$ cat config.mk
export PLATFORM = sky130hd
export DESIGN_NAME = calc1_core
export DESIGN_NICKNAME = d
export VERILOG_FILES = /design/src/rtl/calc1_core.sv
export SDC_FILE = /design/constraint.sdc
export NUM_CORES = 1
export LEC_CHECK = 0
export ABC_CLOCK_PERIOD_IN_PS = 7000
export CAP_MARGIN = 20
export CORE_MARGIN = 2
export CORE_UTILIZATION = 30
export DETAILED_ROUTE_END_ITERATION = 8
export REMOVE_ABC_BUFFERS = 1
export SLEW_MARGIN = 25
export SYNTH_ARGS = -nofsm -noshare
export SYNTH_HDL_FRONTEND = slang
export SYNTH_SLANG_ARGS = --single-unit
$ cat constraint.sdc
create_clock -name c_clk -period 7 [get_ports c_clk]
set_clock_uncertainty 0.1 [all_clocks]
set_input_delay 0.7 -clock c_clk [delete_from_list [all_inputs] [get_ports c_clk]]
set_output_delay 0.7 -clock c_clk [all_outputs]
set_load 0.01 [all_outputs]
$ cat src/rtl/calc1_core.sv
// calc1_core: four-port 32-bit calculator. Two shared execution units (add/sub,
// shift) serve the ports through fixed-priority arbitration, lowest port first.
module calc1_core (
   input  logic        c_clk,
   input  logic [1:7]  reset,
   input  logic [0:3]  req1_cmd_in,
   input  logic [0:31] req1_data_in,
   input  logic [0:3]  req2_cmd_in,
   input  logic [0:31] req2_data_in,
   input  logic [0:3]  req3_cmd_in,
   input  logic [0:31] req3_data_in,
   input  logic [0:3]  req4_cmd_in,
   input  logic [0:31] req4_data_in,
   output logic [0:31] out_data1,
   output logic [0:1]  out_resp1,
   output logic [0:31] out_data2,
   output logic [0:1]  out_resp2,
   output logic [0:31] out_data3,
   output logic [0:1]  out_resp3,
   output logic [0:31] out_data4,
   output logic [0:1]  out_resp4
);

   localparam logic [3:0] CMD_ADD = 4'd1;
   localparam logic [3:0] CMD_SUB = 4'd2;
   localparam logic [3:0] CMD_SHL = 4'd5;
   localparam logic [3:0] CMD_SHR = 4'd6;
   localparam logic [1:0] RESP_OK  = 2'd1;
   localparam logic [1:0] RESP_ERR = 2'd2;

   typedef enum logic [2:0] {S_IDLE, S_OP2, S_PEND, S_EXEC, S_RESP} port_state_e;

   logic        rst;
   logic [3:0]  cmd_in  [4];
   logic [31:0] data_in [4];

   port_state_e state_q [4];
   port_state_e state_d [4];
   logic [3:0]  cmd_q   [4];
   logic [31:0] op1_q   [4];
   logic [31:0] op2_q   [4];
   logic [31:0] data_q  [4];
   logic [1:0]  resp_q  [4];

   logic [3:0]  as_req, sh_req, bad_req;
   logic        as_any, sh_any;
   logic [1:0]  as_idx, sh_idx;
   logic        as_vld_q, sh_vld_q;
   logic [1:0]  as_sel_q, sh_sel_q;

   logic [31:0] as_a, as_b, as_res;
   logic [32:0] as_sum;
   logic [1:0]  as_resp;
   logic [31:0] sh_a, sh_res;
   logic [4:0]  sh_amt;

   assign rst = |reset;

   assign cmd_in[0]  = req1_cmd_in;
   assign cmd_in[1]  = req2_cmd_in;
   assign cmd_in[2]  = req3_cmd_in;
   assign cmd_in[3]  = req4_cmd_in;
   assign data_in[0] = req1_data_in;
   assign data_in[1] = req2_data_in;
   assign data_in[2] = req3_data_in;
   assign data_in[3] = req4_data_in;

   assign out_data1 = data_q[0];
   assign out_resp1 = resp_q[0];
   assign out_data2 = data_q[1];
   assign out_resp2 = resp_q[1];
   assign out_data3 = data_q[2];
   assign out_resp3 = resp_q[2];
   assign out_data4 = data_q[3];
   assign out_resp4 = resp_q[3];

   // Sort pending ports by the unit they need; anything else is an invalid command.
   always_comb begin : classify
      // NOTE: every combinational output gets a default first so no path can infer a latch.
      as_req  = '0;
      sh_req  = '0;
      bad_req = '0;
      for (int i = 0; i < 4; i++) begin
         if (state_q[i] == S_PEND) begin
            case (cmd_q[i])
               CMD_ADD, CMD_SUB: as_req[i]  = 1'b1;
               CMD_SHL, CMD_SHR: sh_req[i]  = 1'b1;
               default:          bad_req[i] = 1'b1;
            endcase
         end
      end
   end

   // Descending scan so the lowest requesting port is the last to overwrite the winner.
   always_comb begin : arbitrate
      as_idx = '0;
      sh_idx = '0;
      for (int i = 3; i >= 0; i--) begin
         if (as_req[i]) as_idx = 2'(i);
         if (sh_req[i]) sh_idx = 2'(i);
      end
   end

   assign as_any = |as_req;
   assign sh_any = |sh_req;

   always_comb begin : next_state
      for (int i = 0; i < 4; i++) begin
         state_d[i] = state_q[i];
         case (state_q[i])
            S_IDLE: if (cmd_in[i] != '0) state_d[i] = S_OP2;
            S_OP2:  state_d[i] = S_PEND;
            S_PEND: begin
               if (bad_req[i])
                  state_d[i] = S_RESP;
               else if ((as_any && as_idx == 2'(i)) || (sh_any && sh_idx == 2'(i)))
                  state_d[i] = S_EXEC;
            end
            S_EXEC: state_d[i] = S_RESP;
            S_RESP: state_d[i] = (cmd_in[i] != '0) ? S_OP2 : S_IDLE;
            default: state_d[i] = S_IDLE;
         endcase
      end
   end

   always_ff @(posedge c_clk) begin : state_reg
      // NOTE: sequential state uses non-blocking assignments so every register samples pre-edge values.
      for (int i = 0; i < 4; i++)
         state_q[i] <= rst ? S_IDLE : state_d[i];
   end

   always_comb begin : addsub_unit
      as_a    = op1_q[as_sel_q];
      as_b    = op2_q[as_sel_q];
      as_sum  = {1'b0, as_a} + {1'b0, as_b};
      as_res  = as_sum[31:0];
      as_resp = RESP_OK;
      if (cmd_q[as_sel_q] == CMD_SUB) begin
         if (as_b > as_a) begin
            as_res  = '0;
            as_resp = RESP_ERR;
         end else begin
            as_res  = as_a - as_b;
         end
      end else if (as_sum[32]) begin
         as_res  = '0;
         as_resp = RESP_ERR;
      end
   end

   always_comb begin : shift_unit
      sh_a   = op1_q[sh_sel_q];
      sh_amt = op2_q[sh_sel_q][4:0];
      sh_res = (cmd_q[sh_sel_q] == CMD_SHL) ? (sh_a << sh_amt) : (sh_a >> sh_amt);
   end

   // Outputs default to zero every cycle, so a response is visible for exactly one cycle.
   always_ff @(posedge c_clk) begin : datapath
      if (rst) begin
         // NOTE: operand/command registers are not reset; they are only read once the port FSM qualifies them.
         as_vld_q <= 1'b0;
         sh_vld_q <= 1'b0;
         as_sel_q <= '0;
         sh_sel_q <= '0;
         for (int i = 0; i < 4; i++) begin
            data_q[i] <= '0;
            resp_q[i] <= '0;
         end
      end else begin
         as_vld_q <= as_any;
         sh_vld_q <= sh_any;
         as_sel_q <= as_idx;
         sh_sel_q <= sh_idx;
         for (int i = 0; i < 4; i++) begin
            data_q[i] <= '0;
            resp_q[i] <= '0;
            if ((state_q[i] == S_IDLE || state_q[i] == S_RESP) && cmd_in[i] != '0) begin
               cmd_q[i] <= cmd_in[i];
               op1_q[i] <= data_in[i];
            end
            if (state_q[i] == S_OP2) op2_q[i] <= data_in[i];
            if (bad_req[i]) resp_q[i] <= RESP_ERR;
         end
         if (as_vld_q) begin
            data_q[as_sel_q] <= as_res;
            resp_q[as_sel_q] <= as_resp;
         end
         if (sh_vld_q) begin
            data_q[sh_sel_q] <= sh_res;
            resp_q[sh_sel_q] <= RESP_OK;
         end
      end
   end

endmodule

==> results of run 1 <==
-- worst paths after layout --
path                               from                          to  slack (ns)  cells past startpoint
max              as_sel_q[0]$_SDFF_PN0_        data_q[2][7]$_DFF_P_        1.60                     13
max reg2reg      as_sel_q[0]$_SDFF_PN0_        data_q[2][7]$_DFF_P_        1.60                     13
min          state_q[0][2]$_SDFFE_PN0P_  state_q[0][2]$_SDFFE_PN0P_        0.43                      1
min reg2reg  state_q[0][2]$_SDFFE_PN0P_  state_q[0][2]$_SDFFE_PN0P_        0.43                      1
-- registers in the layout, indices dropped and copies added, names as in the netlist --
register and cells:
cmd_q 16, sh_vld_q 1, op2_q 128, sh_sel_q 2, as_sel_q 2, as_vld_q 1
data_q 128, state_q 12, resp_q 8, op1_q 128
-- cell usage after synthesis (8+ instances only) --
| cell | instances |
|---|---|
| and3_1 | 8 |
| mux2_2 | 36 |
| nor4_1 | 19 |
| clkbuf_1 | 70 |
| nor2b_1 | 24 |
| nand3_1 | 18 |
| edfxtp_1 | 272 |
| and2_1 | 10 |
| buf_2 | 48 |
| o21ai_1 | 28 |
| nand2b_1 | 21 |
| a31oi_1 | 15 |
| o21bai_1 | 13 |
| dfxtp_1 | 154 |
| inv_1 | 64 |
| mux2i_1 | 58 |
| a221oi_1 | 8 |
| nand2_1 | 162 |
| o221ai_1 | 14 |
| o21a_1 | 11 |
| a22o_1 | 9 |
| buf_1 | 16 |
| o21ai_0 | 80 |
| o31ai_1 | 11 |
| a21o_1 | 12 |
| a21oi_1 | 134 |
| nor3_1 | 34 |
| mux4_2 | 101 |
| nand4_1 | 12 |
| nor2_1 | 157 |
| a221o_1 | 15 |
| o22ai_1 | 148 |
| ha_1 | 65 |
| a211oi_1 | 21 |
| o211ai_1 | 22 |
-- cell type report --
type / instances / area [µm²]
Antenna cell: 1 / 2.50
Clock buffer: 55 / 1200
Clock inverter: 20 / 164
Fill cell: 7272 / 47700
Inverter: 67 / 251
Multi-Input combinational cell: 1396 / 10700
Sequential cell: 426 / 11300
Tap cell: 978 / 1220
Timing Repair Buffer: 324 / 3160
-- cell families (layout without fill, tap and decap cells) --
kind of cell,count (synthesis),in the layout,share of synthesized area
DFF,426,426,0.493
buffers and inverters,213,466,0.0408
xor gates and xnor gates,5,5,0.00192
and+or+nand+nor,502,502,0.103
AOI/OAI and AO/OA,625,625,0.181
muxes,197,197,0.144
other,0,1,0
adders and majority gates,67,67,0.0374
-- metrics by stage --
stage                     area (µm²)   util  worst slack (ns)
after detailed placement       26600  0.352              1.56
after CTS                      28000  0.370              1.53
after global placement         26600  0.352              1.63
after floorplan                22200      -            -0.451
final                          28000  0.370              1.60
after global routing           28000  0.370              1.30
-- power by group through the flow --
stage	Combinational [mW]	Clock, mW	Sequential (mW)
CTS	0.152	2.29	2.67
global route	0.161	2.37	2.67
finish	0.152	2.24	2.67
floorplan	0.0311	0	2.73
detailed placement	0.151	0	2.73
global placement	0.147	0	2.73
-- layer usage --
metal,global-route usage,wire [µm],part of all wire,vias to the layer above
met1,0.264,34300,0.43,9150
met2,0.329,38100,0.47,792
met4,0.0712,2880,0.036,10
li1,-,-,-,8365
met5,0,71,0.00088,-
met3,0.0320,5060,0.063,134
==> qor.json, run 1 <==
{
  "status": {"value": "completed"},
  "antenna_violations_before_repair": {"value": 8},
  "startpoint_type": {"value": "flop"},
  "design_power_total": {"value": 5.07, "unit": "mW"},
  "slew-limit-headroom": {"value": 0.220},
  "final_cell_mix": {"value": "clkdlybuf4s50_1 (287), edfxtp_1 (272), nand2_1 (162)"},
  "drt_iter0_markers": {"value": 1713},
  "place.detailed.hpwl": {"value": 60500, "unit": "µm"},
  "arr_time_crit_path": {"value": 5.78, "unit": "ns"},
  "synth_area_leader_cell": {"value": "edfxtp_1"},
  "power_density": {"value": 181, "unit": "mW/mm²"},
  "max_cap_violations": {"value": 0},
  "io_pins": {"value": 288},
  "drt_wl_total": {"value": 80400, "unit": "µm"},
  "drtAntennaViolNets": {"value": 0},
  "synthToLayoutAreaGrowth": {"value": 22.5, "unit": "%"},
  "clkLatencyLatePin": {"value": 0.58, "unit": "ns"},
  "cp_num_buf_inv": {"value": 2},
  "grt_max_degree": {"value": 73},
  "clock_network_fraction_of_total_power": {"value": 0.442},
  "worst_setup_hold_path_clk_slew": {"value": 0.07, "unit": "ns"},
  "ys_warn_count": {"value": 0},
  "place_inst": {"value": 3191},
  "yosys-top-cells-area": {"value": "edfxtp_1 (36%), dfxtp_1 (13%), mux4_2 (10%), o22ai_1 (4.1%), ha_1 (3.6%)"},
  "setup.worst_path.class": {"value": "flop to flop"},
  "tritoncts": {"value": "done"},
  "power.net_switching": {"value": 1.02, "unit": "mW"},
  "syn-mean-instance-area": {"value": 11.2, "unit": "µm²"},
  "p_int": {"value": 4.05, "unit": "mW"},
  "layout_commonest_cell": {"value": "clkdlybuf4s50_1"},
  "cpPeakStageDelay": {"value": 0.74, "unit": "ns"},
  "core_region_area": {"value": 0.0757, "unit": "mm²"},
  "seq_area_frac_synth": {"value": 0.493},
  "synth-edff-count": {"value": 272},
  "asyncSetResetFlopFracSynth": {"value": 0},
  "initial_core_util": {"value": 0.302},
  "fp.dieArea": {"value": 0.0783, "unit": "mm²"},
  "wl_per_cell": {"value": 24.6, "unit": "µm"},
  "clock_tree.buffer_depth": {"value": 3},
  "grt_remaining_overflow": {"value": 0},
  "vias_per_cell": {"value": 5.65},
  "finalCriticalPeriod": {"value": 5.40, "unit": "ns"},
  "crit_path_max_fanout": {"value": 31},
  "worstHoldPathType": {"value": "flop to flop"},
  "die_width": {"value": 280, "unit": "µm"},
  "aggregate_global_route_resource_usage": {"value": 0.199},
  "timing.final.hold_violations": {"value": 0},
  "cts_hold_repair.buffers": {"value": 0},
  "grt_pass1_vias": {"value": 18200},
  "clock_tree.root_cell": {"value": "clkbuf_16"},
  "synth_top_area_frac": {"value": 0.358},
  "worst_slew_pin_slew": {"value": 1.17, "unit": "ns"},
  "dominantRegCellSynth": {"value": "edfxtp_1"},
  "port_buffers": {"value": 287},
  "switching_share": {"value": 0.201},
  "whs": {"value": 0.428, "unit": "ns"},
  "yosys_register_bits": {"value": 426},
  "post_cts.resized_instances": {"value": 0},
  "grt_first_pass_wirelength": {"value": 118000, "unit": "µm"},
  "cts_setup_buffers": {"value": 0},
  "irDropWorstVdd": {"value": 0.0000980, "unit": "V"},
  "drtPass1Iterations": {"value": 6},
  "die_h": {"value": 280, "unit": "µm"},
  "timing.final.crit_share": {"value": 0.771},
  "synth_area": {"value": 0.0228, "unit": "mm²"},
  "slew_violations": {"value": 0},
  "final-instance-count-excl-fill": {"value": 3267},
  "timing.critical_path.slowest_stage_cell": {"value": "dfxtp_4"},
  "post_route_cells_drive_above_1_share": {"value": 0.123},
  "rsz0062_at_grt": {"value": "no"},
  "setup_tns": {"value": 0, "unit": "ns"},
  "critPathTopFamily": {"value": "simple AND/OR/NAND/NOR gates"},
  "fmax": {"value": 0.185, "unit": "GHz"},
  "worst_ep_required_time": {"value": 7.38, "unit": "ns"},
  "crit_path_end_kind": {"value": "flop"},
  "yosys.cell_types.count": {"value": 88},
  "core.rowCount": {"value": 101},
  "drcViolationCount": {"value": 0},
  "tritoncts_num_sinks": {"value": 426},
  "sequentialPowerShare": {"value": 0.528},
  "cts_inserted_buffers": {"value": 43},
  "cp_cell_sequence": {"value": "buf_4, mux4_2, ha_1, nand4_1, nor4_1, o2111ai_1, nand3_1, o221ai_2, o221a_2, inv_2, a221o_1, nand2_1, o22ai_1"},
  "setup_failing_eps_final": {"value": 0},
  "synthesis.instances": {"value": 2035},
  "gpl.final_weighted_congestion": {"value": 0.928},
  "count_of_vias_placed_by_the_detailed_router": {"value": 18500},
  "power_frac_comb": {"value": 0.030},
  "h_tree_depth": {"value": 2},
  "cellLeakagePower": {"value": 9.48, "unit": "nW"},
  "fin_nets": {"value": 2477}
}
Power figures use the tool's default switching activity.
==> inputs of run 2 (changes only) <==
--- a/config.mk
+++ b/config.mk
@@ -5,7 +5,7 @@
 export SDC_FILE = /design/constraint.sdc
 export NUM_CORES = 1
 export LEC_CHECK = 0
-export ABC_CLOCK_PERIOD_IN_PS = 7000
+export ABC_CLOCK_PERIOD_IN_PS = 4800
 export CAP_MARGIN = 20
 export CORE_MARGIN = 2
 export CORE_UTILIZATION = 30
==> constraint.sdc (replaced) <==
create_clock -name c_clk -period 4.8 [get_ports c_clk]
set_clock_uncertainty 0.1 [all_clocks]
set_input_delay 0.48 -clock c_clk [delete_from_list [all_inputs] [get_ports c_clk]]
set_output_delay 0.48 -clock c_clk [all_outputs]
set_load 0.01 [all_outputs]
==> run 2 against run 1 <==
- wire length up 5.8%
- largest power group unchanged
- clock-buffer cell count is 4 higher
- fmax up 17%
- power is 51% higher
- combinational power increased by 54%
- largest cell class unchanged
- non-clock buffer count increased by 140
- utilization increased by 1.8 points
- flip-flop and latch count unchanged
- cell count increased by 4.5%
==> qor.json, run 2 (same netlist as run 1, synthesis figures left out) <==
{
  "h_tree_depth": {"value": 2, "change": "unchanged"},
  "grt_max_degree": {"value": 38, "change": "-48%"},
  "antenna_violations_before_repair": {"value": 4, "change": "-4"},
  "clock_tree.root_cell": {"value": "clkbuf_16"},
  "slew-limit-headroom": {"value": 0.378, "change": "+0.157"},
  "vias_per_cell": {"value": 5.57, "change": "-1.3%"},
  "clock_tree.buffer_depth": {"value": 3, "change": "unchanged"},
  "worstHoldPathType": {"value": "input pin to flop"},
  "drt_wl_total": {"value": 85000, "unit": "µm", "change": "+5.8%"},
  "cts_hold_repair.buffers": {"value": 0, "change": "unchanged"},
  "grt_first_pass_wirelength": {"value": 123000, "unit": "µm", "change": "+4.2%"},
  "finalCriticalPeriod": {"value": 4.62, "unit": "ns", "change": "-0.776 ns"},
  "place_inst": {"value": 3316, "change": "+3.9%"},
  "status": {"value": "completed"},
  "grt_pass1_vias": {"value": 18800, "change": "+3.4%"},
  "fp.dieArea": {"value": 0.0783, "unit": "mm²", "change": "unchanged"},
  "synthToLayoutAreaGrowth": {"value": 28.4, "unit": "%"},
  "final_cell_mix": {"value": "clkdlybuf4s50_1 (287), edfxtp_1 (272), buf_4 (165)"},
  "clkLatencyLatePin": {"value": 0.59, "unit": "ns", "change": "about the same"},
  "setup.worst_path.class": {"value": "flop to flop"},
  "tritoncts": {"value": "done"},
  "core_region_area": {"value": 0.0757, "unit": "mm²", "change": "unchanged"},
  "tritoncts_num_sinks": {"value": 426, "change": "unchanged"},
  "place.detailed.hpwl": {"value": 64100, "unit": "µm", "change": "+6.1%"},
  "layout_commonest_cell": {"value": "clkdlybuf4s50_1"},
  "rsz0062_at_grt": {"value": "no"},
  "worst_setup_hold_path_clk_slew": {"value": 0.08, "unit": "ns", "change": "about the same"},
  "irDropWorstVdd": {"value": 0.000187, "unit": "V", "change": "+91%"},
  "drcViolationCount": {"value": 0, "change": "unchanged"},
  "whs": {"value": 0.375, "unit": "ns", "change": "-0.0531 ns"},
  "initial_core_util": {"value": 0.302, "change": "unchanged"},
  "setup_tns": {"value": 0, "unit": "ns", "change": "unchanged"},
  "drt_iter0_markers": {"value": 1739, "change": "+1.5%"},
  "die_h": {"value": 280, "unit": "µm", "change": "unchanged"},
  "core.rowCount": {"value": 101, "change": "unchanged"},
  "setup_failing_eps_final": {"value": 0, "change": "unchanged"},
  "design_power_total": {"value": 7.67, "unit": "mW", "change": "+51%"},
  "arr_time_crit_path": {"value": 4.99, "unit": "ns", "change": "-0.79 ns"},
  "drtAntennaViolNets": {"value": 0, "change": "unchanged"},
  "cts_inserted_buffers": {"value": 45, "change": "+4.7%"},
  "timing.final.crit_share": {"value": 0.963, "change": "+0.192"},
  "io_pins": {"value": 288, "change": "unchanged"},
  "port_buffers": {"value": 287, "change": "unchanged"},
  "final-instance-count-excl-fill": {"value": 3415, "change": "+4.5%"},
  "fin_nets": {"value": 2619, "change": "+5.7%"},
  "power_density": {"value": 262, "unit": "mW/mm²", "change": "+44%"},
  "count_of_vias_placed_by_the_detailed_router": {"value": 19000, "change": "+3.1%"},
  "timing.final.hold_violations": {"value": 0, "change": "unchanged"},
  "reg.largest.list": {"value": "data_q (128), op1_q (128), op2_q (128)"},
  "post_route_cells_drive_above_1_share": {"value": 0.177, "change": "+0.0537"},
  "drtPass1Iterations": {"value": 6, "change": "unchanged"},
  "wl_per_cell": {"value": 24.9, "unit": "µm", "change": "+1.2%"},
  "cellLeakagePower": {"value": 10.3, "unit": "nW", "change": "+8.5%"},
  "worst_ep_required_time": {"value": 5.17, "unit": "ns", "change": "-2.21 ns"},
  "startpoint_type": {"value": "flop"},
  "grt_remaining_overflow": {"value": 0, "change": "unchanged"},
  "fmax": {"value": 0.216, "unit": "GHz", "change": "+17%"},
  "max_cap_violations": {"value": 0, "change": "unchanged"},
  "die_width": {"value": 280, "unit": "µm", "change": "unchanged"},
  "slew_violations": {"value": 0, "change": "unchanged"},
  "worst_slew_pin_slew": {"value": 0.933, "unit": "ns", "change": "-0.236 ns"},
  "gpl.final_weighted_congestion": {"value": 0.981, "change": "+5.7%"},
  "aggregate_global_route_resource_usage": {"value": 0.210, "change": "+0.0110"},
  "crit_path_max_fanout": {"value": 27, "change": "-13%"},
  "crit_path_end_kind": {"value": "flop"}
}
-- run 2: cell types whose count changed in the layout (fill, tap and decap cells not counted), moves of 2 or more --
cell,before,now
clkbuf_16,45,50
buf_4,36,165
clkinv_4,3,1
clkbuf_8,4,2
buf_12,1,12
inv_6,1,6
-- run 2: routing by layer --
metal	vias to the layer above	track usage	share of wire
met1	9408	0.278	0.43
met5	-	0	0.00065
met3	147	0.0312	0.060
met2	805	0.349	0.48
met4	8	0.0773	0.036
li1	8660	-	-
-- run 2: area by class of cell --
class | instances | area (µm²)
Sequential cell | 426 | 11300
Tap cell | 978 | 1220
Multi-Input combinational cell | 1396 | 10700
Clock inverter | 24 | 200
Antenna cell | 1 | 2.50
Timing Repair Buffer | 464 | 4350
Inverter | 67 | 251
Fill cell | 7249 | 46400
Clock buffer | 59 | 1310
-- run 2: critical path, cell delays in order (launching register included) --
cell and delay (ns):
dfxtp_4 0.52, buf_4 0.17, mux4_2 0.53, ha_1 0.27, fa_1 0.44, nor2b_1 0.16, o21ai_1 0.15, buf_4 0.15
a21oi_1 0.08, o21bai_1 0.37, o211ai_2 0.17, and3_1 0.24, a21oi_2 0.21, buf_12 0.22, a211o_1 0.14, o31ai_1 0.07
buf_4 0.18, o22ai_1 0.28
-- run 2: power breakdown --
group / switching (mW) / internal [mW]
combinational: 0.0955 / 0.139
clock: 1.49 / 2.04
sequential: 0.00343 / 3.90
total: 1.59 / 6.08
-- run 2: metrics by stage --
step / setup WS [ns] / cell area [µm²] / util
floorplan: -2.65 / 22200 / -
global route: 0.0520 / 29300 / 0.387
global placement: 0.0333 / 27700 / 0.366
finish: 0.179 / 29300 / 0.387
detailed placement: -0.00736 / 27700 / 0.366
CTS: 0.0459 / 29200 / 0.386
-- run 2: path summary, 6_finish.rpt --
check                                   from                          to  slack [ns]  cells past startpoint
setup / recovery      as_sel_q[0]$_SDFF_PN0_       data_q[3][22]$_DFF_P_        0.18                     17
hold / removal                req4_cmd_in[2]       cmd_q[3][1]$_DFFE_PP_        0.38                      1
setup reg to reg      as_sel_q[0]$_SDFF_PN0_       data_q[3][22]$_DFF_P_        0.18                     17
hold reg to reg   state_q[1][2]$_SDFFE_PN0P_  state_q[1][2]$_SDFFE_PN0P_        0.41                      1
-- run 2: what timing repair did --
action,4_1_cts,5_1_grt
gates resized for setup,1,1
setup buffers,0,15
cloned,0,0
setup endpoints to repair,4,93
==> inputs of run 3 (changes only) <==
--- a/config.mk
+++ b/config.mk
@@ -8,9 +8,11 @@
 export ABC_CLOCK_PERIOD_IN_PS = 4800
 export CAP_MARGIN = 20
 export CORE_MARGIN = 2
-export CORE_UTILIZATION = 30
+export CORE_UTILIZATION = 50
 export DETAILED_ROUTE_END_ITERATION = 8
+export PLACE_DENSITY = 0.76
 export REMOVE_ABC_BUFFERS = 1
+export SKIP_LAST_GASP = 1
 export SLEW_MARGIN = 25
 export SYNTH_ARGS = -nofsm -noshare
 export SYNTH_HDL_FRONTEND = slang
==> constraint.sdc (replaced) <==
create_clock -name c_clk -period 4.8 [get_ports c_clk]
set_clock_uncertainty 0.1 [all_clocks]
set_input_delay 0.96 -clock c_clk [delete_from_list [all_inputs] [get_ports c_clk]]
set_output_delay 0.96 -clock c_clk [all_outputs]
set_load 0.01 [all_outputs]
==> run 3 against run 2 <==
- non-clock buffer count down 58
- fmax down 2.4%
- wire length down 8.6%
- largest power group unchanged
==> qor.json, run 3 (same netlist as run 1, synthesis figures left out) <==
{
  "timing.final.crit_share": {"value": 0.987, "change": "+0.0241"},
  "fmax": {"value": 0.211, "unit": "GHz", "change": "-2.4%"},
  "drtPass1Iterations": {"value": 8, "change": "+2"},
  "cpPeakStageDelay": {"value": 0.53, "unit": "ns", "change": "about the same"},
  "cts_hold_repair.buffers": {"value": 0, "change": "unchanged"},
  "core.rowCount": {"value": 78, "change": "-23%"},
  "clock_tree.root_cell": {"value": "clkbuf_16"},
  "path_common_cell": {"value": "buf_4"},
  "reg.largest.list": {"value": "data_q (128), op1_q (128), op2_q (128)"},
  "clkLatencyLatePin": {"value": 0.59, "unit": "ns", "change": "about the same"},
  "vias_per_cell": {"value": 6.46, "change": "+16%"},
  "gpl.final_weighted_congestion": {"value": 0.980, "change": "-0.13%"},
  "design_power_total": {"value": 7.47, "unit": "mW", "change": "-2.6%"},
  "die_h": {"value": 218, "unit": "µm", "change": "-22%"},
  "final_cell_mix": {"value": "clkdlybuf4s50_1 (287), edfxtp_1 (272), nand2_1 (162)"},
  "setup.worst_path.class": {"value": "flop to flop"},
  "die_width": {"value": 218, "unit": "µm", "change": "-22%"},
  "worstHoldPathType": {"value": "flop to flop"},
  "r2r_start": {"value": "as_sel_q[0]$_SDFF_PN0_"},
  "start_point_of_the_critical_path": {"value": "as_sel_q[0]$_SDFF_PN0_"},
  "grt_pass1_vias": {"value": 18700, "change": "-0.21%"},
  "synthToLayoutAreaGrowth": {"value": 23.9, "unit": "%"},
  "initial_core_util": {"value": 0.505, "change": "+0.204"},
  "antenna-diode-count": {"value": 0, "change": "-1"},
  "drt_iter0_markers": {"value": 1955, "change": "+12%"},
  "place_inst": {"value": 2895, "change": "-13%"},
  "setup_failing_eps_final": {"value": 0, "change": "unchanged"},
  "h_tree_depth": {"value": 2, "change": "unchanged"},
  "max_cap_violations": {"value": 0, "change": "unchanged"},
  "clock_tree.buffer_depth": {"value": 3, "change": "unchanged"},
  "slew_violations": {"value": 0, "change": "unchanged"},
  "worst_slew_pin_slew": {"value": 0.961, "unit": "ns", "change": "+0.0277 ns"},
  "port_buffers": {"value": 287, "change": "unchanged"},
  "antenna_violations_before_repair": {"value": 0, "change": "-4"},
  "crit_path_max_fanout": {"value": 21, "change": "-22%"},
  "tritoncts_num_sinks": {"value": 426, "change": "unchanged"},
  "drcViolationCount": {"value": 0, "change": "unchanged"},
  "arr_time_crit_path": {"value": 5.14, "unit": "ns", "change": "+0.15 ns"},
  "drtAntennaViolNets": {"value": 0, "change": "unchanged"},
  "power_density": {"value": 264, "unit": "mW/mm²", "change": "+0.94%"},
  "hold_start": {"value": "state_q[3][1]$_SDFFE_PN0P_"},
  "io_pins": {"value": 288, "change": "unchanged"},
  "fp.dieArea": {"value": 0.0474, "unit": "mm²", "change": "-40%"},
  "grt_first_pass_wirelength": {"value": 116000, "unit": "µm", "change": "-5.8%"},
  "startpoint_type": {"value": "flop"},
  "finalCriticalPeriod": {"value": 4.74, "unit": "ns", "change": "+0.116 ns"},
  "layout_commonest_cell": {"value": "clkdlybuf4s50_1"},
  "timing.critical_path.slowest_stage_cell": {"value": "mux4_2"},
  "cp_cell_sequence": {"value": "buf_12, buf_4, mux4_2, ha_1, nand4_1, nor4_2, o2111ai_1, nand3_1, o221ai_2, o221a_2, buf_4, o221ai_1, o21ai_1, buf_4, o22ai_1"},
  "wl_per_cell": {"value": 26.1, "unit": "µm", "change": "+5.0%"},
  "cellLeakagePower": {"value": 9.94, "unit": "nW", "change": "-3.4%"},
  "place.detailed.hpwl": {"value": 57600, "unit": "µm", "change": "-10%"},
  "grt_remaining_overflow": {"value": 0, "change": "unchanged"},
  "slew-limit-headroom": {"value": 0.353, "change": "-0.0252"},
  "final-instance-count-excl-fill": {"value": 2975, "change": "-13%"},
  "core_region_area": {"value": 0.0452, "unit": "mm²", "change": "-40%"},
  "worst_ep_required_time": {"value": 5.21, "unit": "ns", "change": "+0.04 ns"},
  "count_of_vias_placed_by_the_detailed_router": {"value": 19200, "change": "+0.96%"},
  "aggregate_global_route_resource_usage": {"value": 0.326, "change": "+0.116"},
  "worst_setup_hold_path_clk_slew": {"value": 0.07, "unit": "ns", "change": "about the same"},
  "drt_wl_total": {"value": 77700, "unit": "µm", "change": "-8.6%"},
  "cts_inserted_buffers": {"value": 43, "change": "-4.4%"},
  "grt_max_degree": {"value": 40, "change": "+5.3%"},
  "post_route_cells_drive_above_1_share": {"value": 0.156, "change": "-0.0203"},
  "fin_nets": {"value": 2559, "change": "-2.3%"},
  "crit_path_end_kind": {"value": "flop"},
  "irDropWorstVdd": {"value": 0.000325, "unit": "V", "change": "+74%"},
  "tritoncts": {"value": "done"},
  "status": {"value": "completed"},
  "timing.final.hold_violations": {"value": 0, "change": "unchanged"}
}
==> run 3: final cells by class <==
cell class / instances / area (µm²)
clock buffer: 58 / 1230
tap: 600 / 751
sequential: 426 / 11300
inverter: 67 / 251
multi-input combinational: 1396 / 10700
timing repair buffer: 406 / 3870
clock inverter: 22 / 190
fill: 3557 / 16900
==> run 3: final timing paths <==
path / to / slack [ns] / depth (start not counted)
max: data_q[3][4]$_DFF_P_ / 0.06 / 15
max reg2reg: data_q[3][4]$_DFF_P_ / 0.06 / 15
min: state_q[3][2]$_SDFFE_PN0P_ / 0.43 / 2
min reg2reg: state_q[3][2]$_SDFFE_PN0P_ / 0.43 / 2
==> run 3: per-stage QoR <==
step	instance area, µm²	hold WS [ns]	worst slack, ns	utilization	setup TNS (ns)
final	28300	0.425	0.0630	0.626	0
after global routing	28300	0.445	-0.0407	0.626	-0.118
after CTS	28300	0.415	0.0955	0.626	0
after detailed placement	26800	0.404	0.128	0.594	0
after global placement	26800	0.379	0.198	0.594	0
after floorplan	22200	0.349	-2.65	-	-538.27
==> run 3: worst max-delay path, delay by kind of cell (launching register included) <==
family | cells | cell delay, ns
AOI/OAI and AO/OA | 6 | 1.33
adders and majority gates | 1 | 0.48
buffers and inverters | 4 | 0.86
DFF | 1 | 0.44
muxes | 1 | 0.53
and+or+nand+nor | 3 | 0.87
==> run 3: timing repair <==
action | in CTS | in global routing
gates resized for setup | 0 | 6
endpoints found under the setup margin | 0 | 75
setup buffers | 0 | 0
endpoints found under the hold margin | 0 | 0
==> run 3: per-layer routing <==
metal / track usage / share of wire / vias up
met4: 0.125 / 0.037 / 0
met1: 0.443 / 0.41 / 9537
li1: - / - / 8543
met3: 0.0453 / 0.077 / 133
met5: 0 / 0 / -
met2: 0.532 / 0.48 / 998
==> run 3: power breakdown <==
group | switching, mW | total, mW | internal [mW]
clock network | 1.42 | 3.35 | 1.93
logic | 0.0868 | 0.222 | 0.136
registers | 0.00403 | 3.90 | 3.90
total | 1.51 | 7.47 | 5.96
